### src/rtl/hsv_ctrl_scheduler_pkg.sv
// Shared definitions for the HSV saturation/value control scheduler.
//   - state_t      : scheduler FSM encoding (IDLE / APPLY / SETTLE)
//   - CTRL_W       : width of the sign-magnitude control word
//   - MAG_MAX_DEF  : default largest gain magnitude in percent
//   - gain_encode  : 9-bit sign-magnitude host word -> clamped signed value
//   - gain_decode  : signed value -> 9-bit sign-magnitude control word
package hsv_ctrl_pkg;

  localparam int unsigned CTRL_W      = 9;
  localparam int unsigned MAG_MAX_DEF = 100;

  typedef enum logic [1:0] {
    ST_IDLE   = 2'd0,
    ST_APPLY  = 2'd1,
    ST_SETTLE = 2'd2
  } state_t;

  // Bit 8 of the host word is ignored. A "negative zero" write encodes to
  // plain zero, so the datapath never sees a set sign bit with zero magnitude.
  function automatic logic signed [7:0] gain_encode(input logic [CTRL_W-1:0] data,
                                                    input logic [6:0]        mag_lim);
    logic [6:0] mag;
    logic signed [7:0] val;
    mag = (data[6:0] > mag_lim) ? mag_lim : data[6:0];
    val = $signed({1'b0, mag});
    return data[7] ? -val : val;
  endfunction

  function automatic logic [CTRL_W-1:0] gain_decode(input logic signed [7:0] val);
    logic [7:0] mag;
    mag = (val < 0) ? -val : val;
    return {1'b0, val[7], mag[6:0]};
  endfunction

endpackage

### src/rtl/hsv_ctrl_scheduler_if.sv
// Host configuration write channel of the HSV control scheduler.
//   cfg_valid : host write request
//   cfg_ready : scheduler can accept a write (only while idle)
//   cfg_sel   : 0 = saturation target, 1 = value target
//   cfg_data  : sign-magnitude gain, [7] subtract, [6:0] magnitude, [8] ignored
// master = host side, slave = scheduler side.
interface hsv_ctrl_scheduler_if;
  import hsv_ctrl_pkg::*;

  logic              cfg_valid;
  logic              cfg_ready;
  logic              cfg_sel;
  logic [CTRL_W-1:0] cfg_data;

  modport master (output cfg_valid, output cfg_sel, output cfg_data, input cfg_ready);
  modport slave  (input cfg_valid, input cfg_sel, input cfg_data, output cfg_ready);

endinterface

### src/rtl/hsv_ctrl_scheduler_gain_ramp.sv
// One gain channel (S or V) of the HSV control scheduler.
// Holds the host target and the gain currently presented to the datapath.
// On apply the current gain either jumps to the target or moves toward it
// by at most ramp_step (0 behaves as 1).
//   clk, rst    : clock, synchronous active-high reset
//   wr_en       : load target from wr_data
//   wr_data     : sign-magnitude host word
//   apply       : frame-start update strobe from the scheduler FSM
//   ramp_en     : 1 = bounded step, 0 = jump
//   ramp_step   : per-frame magnitude limit
//   ctrl        : sign-magnitude gain to the datapath
//   at_target   : current gain equals target
module hsv_gain_ramp
  import hsv_ctrl_pkg::*;
#(
  parameter int unsigned MAG_MAX = MAG_MAX_DEF
) (
  input  logic              clk,
  input  logic              rst,
  input  logic              wr_en,
  input  logic [CTRL_W-1:0] wr_data,
  input  logic              apply,
  input  logic              ramp_en,
  input  logic [6:0]        ramp_step,
  output logic [CTRL_W-1:0] ctrl,
  output logic              at_target
);

  localparam logic [6:0] MAG_LIM = 7'(MAG_MAX);

  logic signed [7:0] cur_q;
  logic signed [7:0] tgt_q;
  logic signed [7:0] cur_d;
  logic signed [8:0] lim;
  logic signed [8:0] diff;
  logic signed [8:0] step;
  logic signed [8:0] sum;

  function automatic logic signed [8:0] step_clamp(input logic signed [8:0] d,
                                                   input logic signed [8:0] l);
    logic signed [8:0] r;
    r = d;
    if (d > l)
      r = l;
    else if (d < -l)
      r = -l;
    return r;
  endfunction

  // Differences span -200..+200, so 9-bit signed arithmetic is exact. The
  // clamped step never overshoots the target, so the sum fits back in 8 bits.
  always_comb begin
    lim   = $signed({2'b00, (ramp_step == 7'd0) ? 7'd1 : ramp_step});
    diff  = $signed({tgt_q[7], tgt_q}) - $signed({cur_q[7], cur_q});
    step  = step_clamp(diff, lim);
    sum   = $signed({cur_q[7], cur_q}) + step;
    cur_d = ramp_en ? sum[7:0] : tgt_q;
  end

  always_ff @(posedge clk) begin
    if (rst) begin
      cur_q <= '0;
      tgt_q <= '0;
    end else begin
      if (wr_en)
        tgt_q <= gain_encode(wr_data, MAG_LIM);
      if (apply)
        cur_q <= cur_d;
    end
  end

  assign ctrl      = gain_decode(cur_q);
  assign at_target = (cur_q == tgt_q);

endmodule

### src/rtl/hsv_ctrl_scheduler.sv
// HSV saturation/value adjust control scheduler.
// Host gain writes are captured at any idle time but applied to control_S /
// control_V only at frame start, followed by a guard of PIPE_LAT clocks while
// the adjust pipeline drains; frame starts inside that window are dropped.
//   clk, rst     : pixel clock, synchronous active-high reset
//   frame_start  : one-cycle pulse at start of vertical blanking
//   cfg          : host write channel (slave side)
//   ramp_en      : 1 = step toward target per frame, 0 = jump
//   ramp_step    : max magnitude change per frame when ramping
//   control_S/V  : sign-magnitude gains to the datapath
//   busy         : applying or settling
//   settled      : both gains equal their targets
module hsv_ctrl_scheduler
  import hsv_ctrl_pkg::*;
#(
  parameter int unsigned MAG_MAX  = MAG_MAX_DEF,
  parameter int unsigned PIPE_LAT = 12
) (
  input  logic                 clk,
  input  logic                 rst,
  input  logic                 frame_start,
  hsv_ctrl_scheduler_if.slave  cfg,
  input  logic                 ramp_en,
  input  logic [6:0]           ramp_step,
  output logic [CTRL_W-1:0]    control_S,
  output logic [CTRL_W-1:0]    control_V,
  output logic                 busy,
  output logic                 settled
);

  localparam int unsigned CNT_W = $clog2(PIPE_LAT) + 1;

  state_t           state_q, state_d;
  logic [CNT_W-1:0] cnt_q, cnt_d;
  logic             apply;
  logic             wr_acc;
  logic             at_s, at_v;

  assign cfg.cfg_ready = (state_q == ST_IDLE);
  assign busy          = (state_q != ST_IDLE);
  assign wr_acc        = cfg.cfg_valid & cfg.cfg_ready;

  always_comb begin
    state_d = state_q;
    cnt_d   = cnt_q;
    apply   = 1'b0;
    unique case (state_q)
      ST_IDLE: begin
        if (frame_start)
          state_d = ST_APPLY;
      end
      ST_APPLY: begin
        apply   = 1'b1;
        state_d = ST_SETTLE;
        cnt_d   = CNT_W'(PIPE_LAT - 1);
      end
      ST_SETTLE: begin
        if (cnt_q == '0)
          state_d = ST_IDLE;
        else
          cnt_d = cnt_q - CNT_W'(1);
      end
      default: state_d = ST_IDLE;
    endcase
  end

  always_ff @(posedge clk) begin
    if (rst) begin
      state_q <= ST_IDLE;
      cnt_q   <= '0;
      settled <= 1'b1;
    end else begin
      state_q <= state_d;
      cnt_q   <= cnt_d;
      settled <= at_s & at_v;
    end
  end

  hsv_gain_ramp #(.MAG_MAX(MAG_MAX)) u_ramp_s (
    .clk       (clk),
    .rst       (rst),
    .wr_en     (wr_acc & ~cfg.cfg_sel),
    .wr_data   (cfg.cfg_data),
    .apply     (apply),
    .ramp_en   (ramp_en),
    .ramp_step (ramp_step),
    .ctrl      (control_S),
    .at_target (at_s)
  );

  hsv_gain_ramp #(.MAG_MAX(MAG_MAX)) u_ramp_v (
    .clk       (clk),
    .rst       (rst),
    .wr_en     (wr_acc & cfg.cfg_sel),
    .wr_data   (cfg.cfg_data),
    .apply     (apply),
    .ramp_en   (ramp_en),
    .ramp_step (ramp_step),
    .ctrl      (control_V),
    .at_target (at_v)
  );

endmodule
### src/flat_wrapper.sv
// flat-port wrapper written by rule: the top's interface ports become plain ports
module hsv_ctrl_scheduler_flat import hsv_ctrl_pkg::*;
#(
  parameter int unsigned MAG_MAX  = MAG_MAX_DEF,
  parameter int unsigned PIPE_LAT = 12
)
  (clk, rst, frame_start, ramp_en, ramp_step, control_S, control_V, busy, settled, cfg_cfg_valid, cfg_cfg_sel, cfg_cfg_data, cfg_cfg_ready);
  hsv_ctrl_scheduler_if cfg_i ();
  input  logic clk;
  input  logic rst;
  input  logic frame_start;
  input  logic ramp_en;
  input  logic [6:0] ramp_step;
  output logic [CTRL_W-1:0] control_S;
  output logic [CTRL_W-1:0] control_V;
  output logic busy;
  output logic settled;
  input wire logic [$bits(cfg_i.cfg_valid)-1:0] cfg_cfg_valid;
  input wire logic [$bits(cfg_i.cfg_sel)-1:0] cfg_cfg_sel;
  input wire logic [$bits(cfg_i.cfg_data)-1:0] cfg_cfg_data;
  output wire logic [$bits(cfg_i.cfg_ready)-1:0] cfg_cfg_ready;
  assign cfg_i.cfg_valid = cfg_cfg_valid;
  assign cfg_i.cfg_sel = cfg_cfg_sel;
  assign cfg_i.cfg_data = cfg_cfg_data;
  assign cfg_cfg_ready = cfg_i.cfg_ready;
  hsv_ctrl_scheduler #(.MAG_MAX(MAG_MAX), .PIPE_LAT(PIPE_LAT)) u_core (.clk(clk), .rst(rst), .frame_start(frame_start), .cfg(cfg_i), .ramp_en(ramp_en), .ramp_step(ramp_step), .control_S(control_S), .control_V(control_V), .busy(busy), .settled(settled));
endmodule
### config.mk
export PLATFORM = sky130hd
export DESIGN_NAME = hsv_ctrl_scheduler_flat
export DESIGN_NICKNAME = d
export VERILOG_FILES = /design/src/rtl/hsv_ctrl_scheduler_pkg.sv /design/src/rtl/hsv_ctrl_scheduler_if.sv /design/src/rtl/hsv_ctrl_scheduler_gain_ramp.sv /design/src/rtl/hsv_ctrl_scheduler.sv /design/src/flat_wrapper.sv
export SDC_FILE = /design/constraint.sdc
export NUM_CORES = 1
export LEC_CHECK = 0
export CORE_MARGIN = 1.5
export CORE_UTILIZATION = 30
export CTS_BUF_LIST = sky130_fd_sc_hd__clkbuf_8
export CTS_CLUSTER_SIZE = 28
export DETAILED_ROUTE_END_ITERATION = 10
export DONT_BUFFER_PORTS = 1
export HOLD_SLACK_MARGIN = 0.03
export PLACE_DENSITY = 0.47
export SYNTH_ARGS = -nofsm -noshare
export SYNTH_HDL_FRONTEND = slang
export SYNTH_SLANG_ARGS = --single-unit
### constraint.sdc
create_clock -name clk -period 7 [get_ports clk]
set_input_delay 2.1 -clock clk [delete_from_list [all_inputs] [get_ports clk]]
set_output_delay 2.1 -clock clk [all_outputs]
set_load 0.05 [all_outputs]
# ---- Yosys cells after proc, flatten, opt, wreduce, memory -nomap -nowiden
# Cells that the tools add are included.
dict set report word_totals {
  reg_bits 40
  wordCells 59
}
dict set report classes {
  addsub 9
  magnitude_cmp 7
  eq_ne 7
  mux 17
  n_bitwise 5
  reduce_logical 7
}
# operator count
set ops {}
lappend ops {{two-way mux 8 bit} 7}
lappend ops {{two-way mux 7 bit} 4}
lappend ops {{greater-than comparator 9 x 8 -> 1 bit} 2}
lappend ops {{less-than comparator 9 bit} 2}
lappend ops {{subtractor 8 x 8 -> 9 bit} 2}
lappend ops {{adder 8 bit} 2}
lappend ops {{equality test 8 bit} 2}
lappend ops {{less-than comparator 8 x 1 -> 1 bit (second input constant)} 2}
lappend ops {{negator 7 bit} 2}
lappend ops {{one-hot mux 5 bit (2 select lines)} 1}
lappend ops {{negator 7 -> 9 bit} 1}
lappend ops {{negator 7 -> 8 bit} 1}
lappend ops {{greater-than comparator 7 bit (second input constant)} 1}
lappend ops {{zero test 7 bit} 1}
lappend ops {{one-hot mux 2 bit (3 select lines)} 1}
lappend ops {{zero test 5 bit} 1}
lappend ops {{two-way mux 5 bit} 1}
lappend ops {{subtractor 5 x 1 -> 5 bit (second input constant)} 1}
lappend ops {{AND 1 bit} 4}
lappend ops {{two-way mux 2 bit} 2}
lappend ops {{!= test 2 bit (second input constant)} 2}
lappend ops {{AND reduction 2 bit} 2}
lappend ops {{nonzero test 2 bit} 2}
lappend ops {{equality test 2 x 1 -> 1 bit (second input constant)} 1}
lappend ops {{other kinds (5)} 5}

# ---- Depth between registers and ports, before layout
# Gate-level depths: netlist (run 1).
dict set report depth {
  depth_word 8
  ltp_mapped 26
}

# ---- Modules after synthesis
# From an unflattened synthesis (run 1), not the netlist that was laid out.
dict set report hier_totals {
  cells_unflattened 626
  area_unflattened_um2 4835.9
}
# module instances cells_per_inst area_per_inst_um2
set by_module_without_submodules {}
lappend by_module_without_submodules {hsv_gain_ramp 2 292 2224.6}
lappend by_module_without_submodules {hsv_ctrl_scheduler 1 42 386.6}

# ---- Worst setup path after synthesis (run 1)
# Ideal clock, no wire load.
dict set report synth_path {
  path_type {input to register}
  startpoint {input ramp_step[2]}
  endpoint {register u_core.u_ramp_v.cur_q[6]}
  t_arrival_ps 6426
  setup_slack_ps 489
  stages 24
  path_buffers 1
  path_cell_list {buf_6 nor3_4 a41oi_1 ha_1 inv_1 ha_1 nor2b_1 o21ai_0 nand2b_1 maj3_2 maj3_2 a31oi_4 inv_1 nand2_1 mux2i_1 ha_1 fa_1 a21o_1 a21o_1 a21o_1 a21oi_1 xnor2_1 mux2i_1 a211oi_1}
}
dict set report synth_via {
  elab_chain_len 8
}
# item line_no
set synth_lines {}
lappend synth_lines {{start, declared} flat_wrapper.sv:13} ;# input logic [6:0] ramp_step;
lappend synth_lines {{zero test 7 bit} hsv_ctrl_scheduler_gain_ramp.sv:53} ;# lim = $signed({2'b00, (ramp_step == 7'd0) ? 7'd1 : ramp_step});
lappend synth_lines {{two-way mux 7 bit (*)} hsv_ctrl_scheduler_gain_ramp.sv:53}
lappend synth_lines {{negator 7 -> 9 bit} hsv_ctrl_scheduler_gain_ramp.sv:46} ;# r = -l;
lappend synth_lines {{less-than comparator 9 bit} hsv_ctrl_scheduler_gain_ramp.sv:45} ;# else if (d < -l)
lappend synth_lines {{two-way mux 8 bit} hsv_ctrl_scheduler_gain_ramp.sv:45}
lappend synth_lines {{two-way mux 8 bit (*)} hsv_ctrl_scheduler_gain_ramp.sv:43} ;# if (d > l)
lappend synth_lines {{adder 8 bit (*)} hsv_ctrl_scheduler_gain_ramp.sv:56} ;# sum = $signed({cur_q[7], cur_q}) + step;
lappend synth_lines {{two-way mux 8 bit (*)} hsv_ctrl_scheduler_gain_ramp.sv:57} ;# cur_d = ramp_en ? sum[7:0] : tgt_q;
lappend synth_lines {{end signal, assigned} hsv_ctrl_scheduler_gain_ramp.sv:68} ;# cur_q <= cur_d;
lappend synth_lines {{end, declared} hsv_ctrl_scheduler_gain_ramp.sv:31} ;# logic signed [7:0] cur_q;
# Every way passes the cells marked *; elsewhere a longest branch is shown, timed or not.
# A chain may end at the register's enable or synchronous reset.

# ---- Final worst setup path (run 1)
dict set report layout_path {
  startpoint {input ramp_step[3]}
  endpoint {register u_core.u_ramp_v.cur_q[7]}
}
# The elaborated chain is that of the path after synthesis.

==> metrics.txt, run 1 <==
Area Growth Syn to Fin 9.23%; worst path required time 7190 ps; top cell type by total area after synthesis dfxtp_1; Period Utilization, post-route 91.7%; Design Area, Final 4870 um2; final WL 12.1 mm; via count 3949; gpl congestion 0.828; Nets 665; Syn. warnings 0; max_cap viols 0; Worst path most repeated cell ha_1; CTS tree done; core area 14500 um2; fin cells 764; post-DR wirelength/cell 15.8 um; Setup-failing EPs final 0; number of top-level pins 43; Port Buf Inserts 0; CP max stage cell o41ai_1; hold_buf cts 0; Final Skew 10.6 ps; Buf+Inv Stages, Crit Path 2; layout filler cell count 1554; register bit total from synthesis 40; initial drt markers 181; Leak 2.14 nW; critical path endpoint category register; RSZ-0062 raised after global routing no; Least-Margin Pin Slew 1120 ps; PostCTS Resize Cnt 0; clk_lat worst skew 300 ps; HPWL after DPL 9.83 mm; Cell variety after synth 70; Synth Area per Inst 7.81 um2; clk root buf clkbuf_8; Post-synth ARST share 0%; Post-Synthesis Cells 571; prevailing post-synth register cell dfxtp_1; Pwr Density 316 nW/um2; largest net degree at the start of global routing 40; Post-synth EDFFs 0; Synth Cell Area 4460 um2; Final Slew Violations 0; first-pass GRT wire length 20.2 mm; VDD IR max 83.1 uV; drt via density 5.17; pre-CTS WS 255 ps; H-Tree Depth 2; DP Area 4760 um2; Slew headroom 25.0%; worst min path class reg2reg; Die Y-Extent 125 um; drt drc 0; status complete, no violations; Worst path max stage delay 400 ps; ANT nets after route 0; Std-Cell Rows 44; Die Wd 125 um; area share of the leading cell type in the synthesized netlist 18.0%; CP max FO 6; ant diodes 0; initial antenna violation count 0; critical path's top delay family compound AO/OA/AOI/OAI gates; clock sinks 40; total gr overflow 0; CTS max path bufs 2; DRT Pass-1 Iters 4; share of layout cells above drive strength 1 7.76%; number of global-route vias before repair 3921; total power 1.54 mW; sequential share of the synthesized area 18.0%; worst setup margin 583 ps; Synth area leaders dfxtp_1 18%, ha_1 17%, mux2i_1 5.8%; cell total after placement 756; endpoints failing hold 0; clock-pin slew on the worst setup and hold paths 80 ps; Num CTS Buffers 5; Starting Density 30.7%; Worst setup SP type primary input; Setup CP Type in2reg; f_max 156 MHz; sum of negative setup slack 0 ps; GRT Total Usage 15.9%; minimum clock period 6420 ps; Critical Path AT 6600 ps; critical path cell sequence nor3_4 -> a41oi_1 -> ha_1 -> inv_1 -> ha_1 -> nor2b_1 -> o21ai_0 -> nand2b_1 -> maj3_2 -> maj3_2 -> a31oi_4 -> buf_12 -> mux2i_1 -> a21oi_1 -> ha_1 -> a21oi_1 -> o21ai_0 -> o41ai_1 -> xnor2_1 -> nand2b_1 -> mux2i_1 -> o32ai_1; Die ar. 15600 um2; Setup Buffers After CTS 0
==> synth_stat cells (2+ instances only) <==
| library cell | count |
|---|---|
| a211oi_1 | 23 |
| a21o_1 | 12 |
| a21oi_1 | 39 |
| a31oi_1 | 6 |
| and3_1 | 5 |
| and4_1 | 2 |
| buf_1 | 3 |
| buf_4 | 6 |
| clkbuf_1 | 14 |
| dfxtp_1 | 40 |
| fa_1 | 4 |
| ha_1 | 60 |
| inv_1 | 45 |
| maj3_2 | 2 |
| mux2i_1 | 26 |
| nand2_1 | 50 |
| nand2b_1 | 7 |
| nand3_1 | 14 |
| nand3b_1 | 2 |
| nand4_1 | 5 |
| nor2_1 | 60 |
| nor2b_1 | 8 |
| nor3_1 | 7 |
| nor4_1 | 2 |
| o2111ai_1 | 2 |
| o211ai_1 | 4 |
| o21a_1 | 3 |
| o21ai_0 | 16 |
| o21ai_1 | 4 |
| o21bai_1 | 3 |
| o22ai_1 | 3 |
| o311ai_1 | 2 |
| o31ai_1 | 8 |
| or3_1 | 5 |
| xnor2_1 | 29 |
| xor2_1 | 16 |
==> where the power goes <==
| part | leakage, nW | switching (mW) | internal (mW) |
|---|---|---|---|
| clock network | 0.0593 | 0.0885 | 0.105 |
| registers | 0.328 | 0.0379 | 0.246 |
| logic | 1.75 | 0.590 | 0.473 |
| total | 2.14 | 0.717 | 0.824 |
==> final timing paths <==
check / from / depth (start not counted) / to / slack (ps)
min reg2reg: u_core.cnt_q[4] / 1 / u_core.cnt_q[4] / 480
max: ramp_step[3] / 22 / u_core.u_ramp_v.cur_q[7] / 580
min: u_core.cnt_q[4] / 1 / u_core.cnt_q[4] / 480
max reg2reg: u_core.u_ramp_s.cur_q[0] / 24 / u_core.u_ramp_s.cur_q[6] / 1010
==> area by class of cell <==
cell class	count	area, um2	share of cell area (%)
Tap cell	184	230	4.73
Clock inverter	3	38.8	0.797
Timing Repair Buffer	23	185	3.80
Inverter	45	169	3.47
Multi-Input combinational cell	464	3380	69.3
Sequential cell	40	801	16.4
Clock buffer	5	68.8	1.41
==> placed cells by master, fill, tap and decap left out, types with 2 or more instances in the layout <==
cell        n
nor2_1     60
ha_1       60
nand2_1    50
inv_1      46
dfxtp_1    40
a21oi_1    39
xnor2_1    29
mux2i_1    26
a211oi_1   23
buf_4      22
xor2_1     16
o21ai_0    14
nand3_1    14
a21o_1     12
o31ai_1     8
nor2b_1     7
nand2b_1    7
nor3_1      7
a31oi_1     6
o21ai_1     6
nand4_1     5
or3_1       5
and3_1      5
clkbuf_8    5
o211ai_1    4
fa_1        4
conb_1      4
o21bai_1    3
o21a_1      3
o22ai_1     3
o2111ai_1   2
nand3b_1    2
and4_1      2
nor4_1      2
o311ai_1    2
maj3_2      2
==> flip-flops by register name, summed over array words and instances (netlist names) <==
| signal | flops |
|---|---|
| u_core.cnt_q | 5 |
| u_core.settled | 1 |
| u_core.state_q | 2 |
| u_core.u_ramp_s.cur_q | 8 |
| u_core.u_ramp_s.tgt_q | 8 |
| u_core.u_ramp_v.cur_q | 8 |
| u_core.u_ramp_v.tgt_q | 8 |
==> kinds of logic after synthesis <==
group / synth area share [%]
compound gates: 21.2
xor+xnor: 8.84
fa+ha+maj: 19.4
buf+inv: 6.60
flops: 18.0
mux: 7.18
other cells: 0.0841
simple gates: 18.7
==> through the flow <==
stage	hold WS [ps]	utilization [%]
after floorplan	438	-
after global placement	460	32.8
after detailed placement	459	32.8
after CTS	474	33.5
after global routing	510	33.5
final	476	33.5
==> routing by layer <==
metal / share of wire, % / routed length [um] / global-route usage [%] / vias to the layer above
met2: 44 / 5360 / 26.1 / 70
met3: 3.1 / 377 / 2.19 / 10
li1: - / - / - / 2052
met5: 0 / 0 / 0 / -
met4: 1.5 / 177 / 4.14 / 0
met1: 51 / 6160 / 22.0 / 1817
No activity file was read; power rests on OpenSTA's default activity.
==> run 2: changes to the inputs <==
--- a/config.mk
+++ b/config.mk
@@ -5,7 +5,6 @@
 export SDC_FILE = /design/constraint.sdc
 export NUM_CORES = 1
 export LEC_CHECK = 0
-export CORE_MARGIN = 1.5
 export CORE_UTILIZATION = 30
 export CTS_BUF_LIST = sky130_fd_sc_hd__clkbuf_8
 export CTS_CLUSTER_SIZE = 28
==> metrics.txt, run 2 (same netlist as run 1, synthesis figures left out) <==
status complete, no violations; Final Slew Violations 0; H-Tree Depth 2; f_max 157 MHz; worst min path class reg2reg; CP max FO 6; VDD IR max 86.6 uV; first-pass GRT wire length 19.1 mm; post-DR wirelength/cell 15.5 um; share of layout cells above drive strength 1 7.44%; worst setup margin 619 ps; Worst path max stage delay 380 ps; Worst setup endpoint u_core.u_ramp_v.cur_q[7]; Critical R2R Capture u_core.u_ramp_s.cur_q[6]; Starting Density 30.7%; DRT Pass-1 Iters 4; gpl congestion 0.821; total power 1.51 mW; Buf+Inv Stages, Crit Path 1; Pwr Density 312 nW/um2; ANT nets after route 0; critical path cell sequence nor3_4 -> a41oi_1 -> ha_1 -> inv_1 -> ha_1 -> nor2b_1 -> o21ai_0 -> nand2b_1 -> maj3_2 -> maj3_2 -> a31oi_4 -> a21oi_1 -> a21oi_1 -> ha_1 -> a21o_1 -> a21oi_1 -> o21ai_0 -> o41ai_1 -> xnor2_1 -> nand2b_1 -> mux2i_1 -> o32ai_1; Setup Buffers After CTS 0; worst path required time 7190 ps; Area Growth Syn to Fin 8.62%; drt via density 5.09; crit path launch ramp_step[3]; drt drc 0; Num CTS Buffers 5; Slew headroom 26.2%; commonest cells after routing, fill and taps aside 60 x nor2_1, 60 x ha_1, 50 x nand2_1; CP max stage cell o41ai_1; hold_buf cts 0; cell total after placement 754; CTS max path bufs 2; number of top-level pins 43; register cell area after layout 801 um2; Multi-input gate area 3380 um2; CTS tree done; RSZ-0062 raised after global routing no; via count 3881; beginning of the worst register-to-register path u_core.u_ramp_s.cur_q[0]; number of global-route vias before repair 3805; Nets 663; clk root buf clkbuf_8; Std-Cell Rows 44; Worst setup SP type primary input; minimum clock period 6380 ps; clock sinks 40; clock-pin slew on the worst setup and hold paths 80 ps; Period Utilization, post-route 91.2%; PostCTS Resize Cnt 0; Leak 2.12 nW; endpoints failing hold 0; reg2reg path depth 24; Setup CP Type in2reg; critical path's top delay family compound AO/OA/AOI/OAI gates; initial drt markers 151; R2R Setup Slk 1040 ps; Critical Path AT 6570 ps; critical path endpoint category register; fin cells 762; layout filler cell count 1579; ant diodes 0; HPWL after DPL 9.66 mm; Least-Margin Pin Slew 1100 ps; Final Skew 5.74 ps; largest net degree at the start of global routing 40; Worst path depth 22; Die ar. 15400 um2; GRT Total Usage 16.2%; final WL 11.8 mm; Die Wd 124 um; clk_lat worst skew 300 ps; initial antenna violation count 0; pre-CTS WS 292 ps; Setup-failing EPs final 0; core area 14500 um2; sum of negative setup slack 0 ps; Port Buf Inserts 0; max_cap viols 0; Die Y-Extent 124 um; total gr overflow 0
-- run 2: how the worst min path moves through the flow --
stage / slack (ps) / depth (start not counted) / endpoint / start
floorplan: 440 / 1 / u_core.cnt_q[4] / u_core.cnt_q[4]
global placement: 450 / 1 / u_core.cnt_q[4] / u_core.cnt_q[4]
detailed placement: 450 / 1 / u_core.cnt_q[4] / u_core.cnt_q[4]
CTS: 470 / 1 / u_core.cnt_q[4] / u_core.cnt_q[4]
global route: 480 / 1 / u_core.cnt_q[4] / u_core.cnt_q[4]
finish: 470 / 1 / u_core.cnt_q[4] / u_core.cnt_q[4]
-- run 2: report_power, final --
| part | switching (mW) | internal (mW) | leakage (nW) |
|---|---|---|---|
| Clock | 0.0830 | 0.104 | 0.0593 |
| Sequential | 0.0377 | 0.246 | 0.328 |
| Combinational | 0.580 | 0.459 | 1.74 |
-- run 2: stage by stage --
step / cell area (um2) / hold slack, ps / util [%]
finish: 4840 / 467 / 33.3
global route: 4840 / 480 / 33.3
CTS: 4840 / 465 / 33.3
detailed placement: 4730 / 453 / 32.6
global placement: 4730 / 452 / 32.6
floorplan: 4470 / 438 / -
-- run 2: per-layer routing --
layer / vias to the layer above / GRT usage (%) / wire length (um)
met5: - / 0 / 0
met4: 0 / 4.69 / 199
met2: 56 / 26.5 / 5260
li1: 2043 / - / -
met1: 1772 / 22.1 / 6020
met3: 10 / 1.97 / 359
-- run 2: cell type report --
class | count | area share, %
Sequential cell | 40 | 16.5
Clock inverter | 3 | 0.801
Timing Repair Buffer | 21 | 3.26
Tap cell | 184 | 4.75
Inverter | 45 | 3.49
Clock buffer | 5 | 1.42
Multi-Input combinational cell | 464 | 69.7
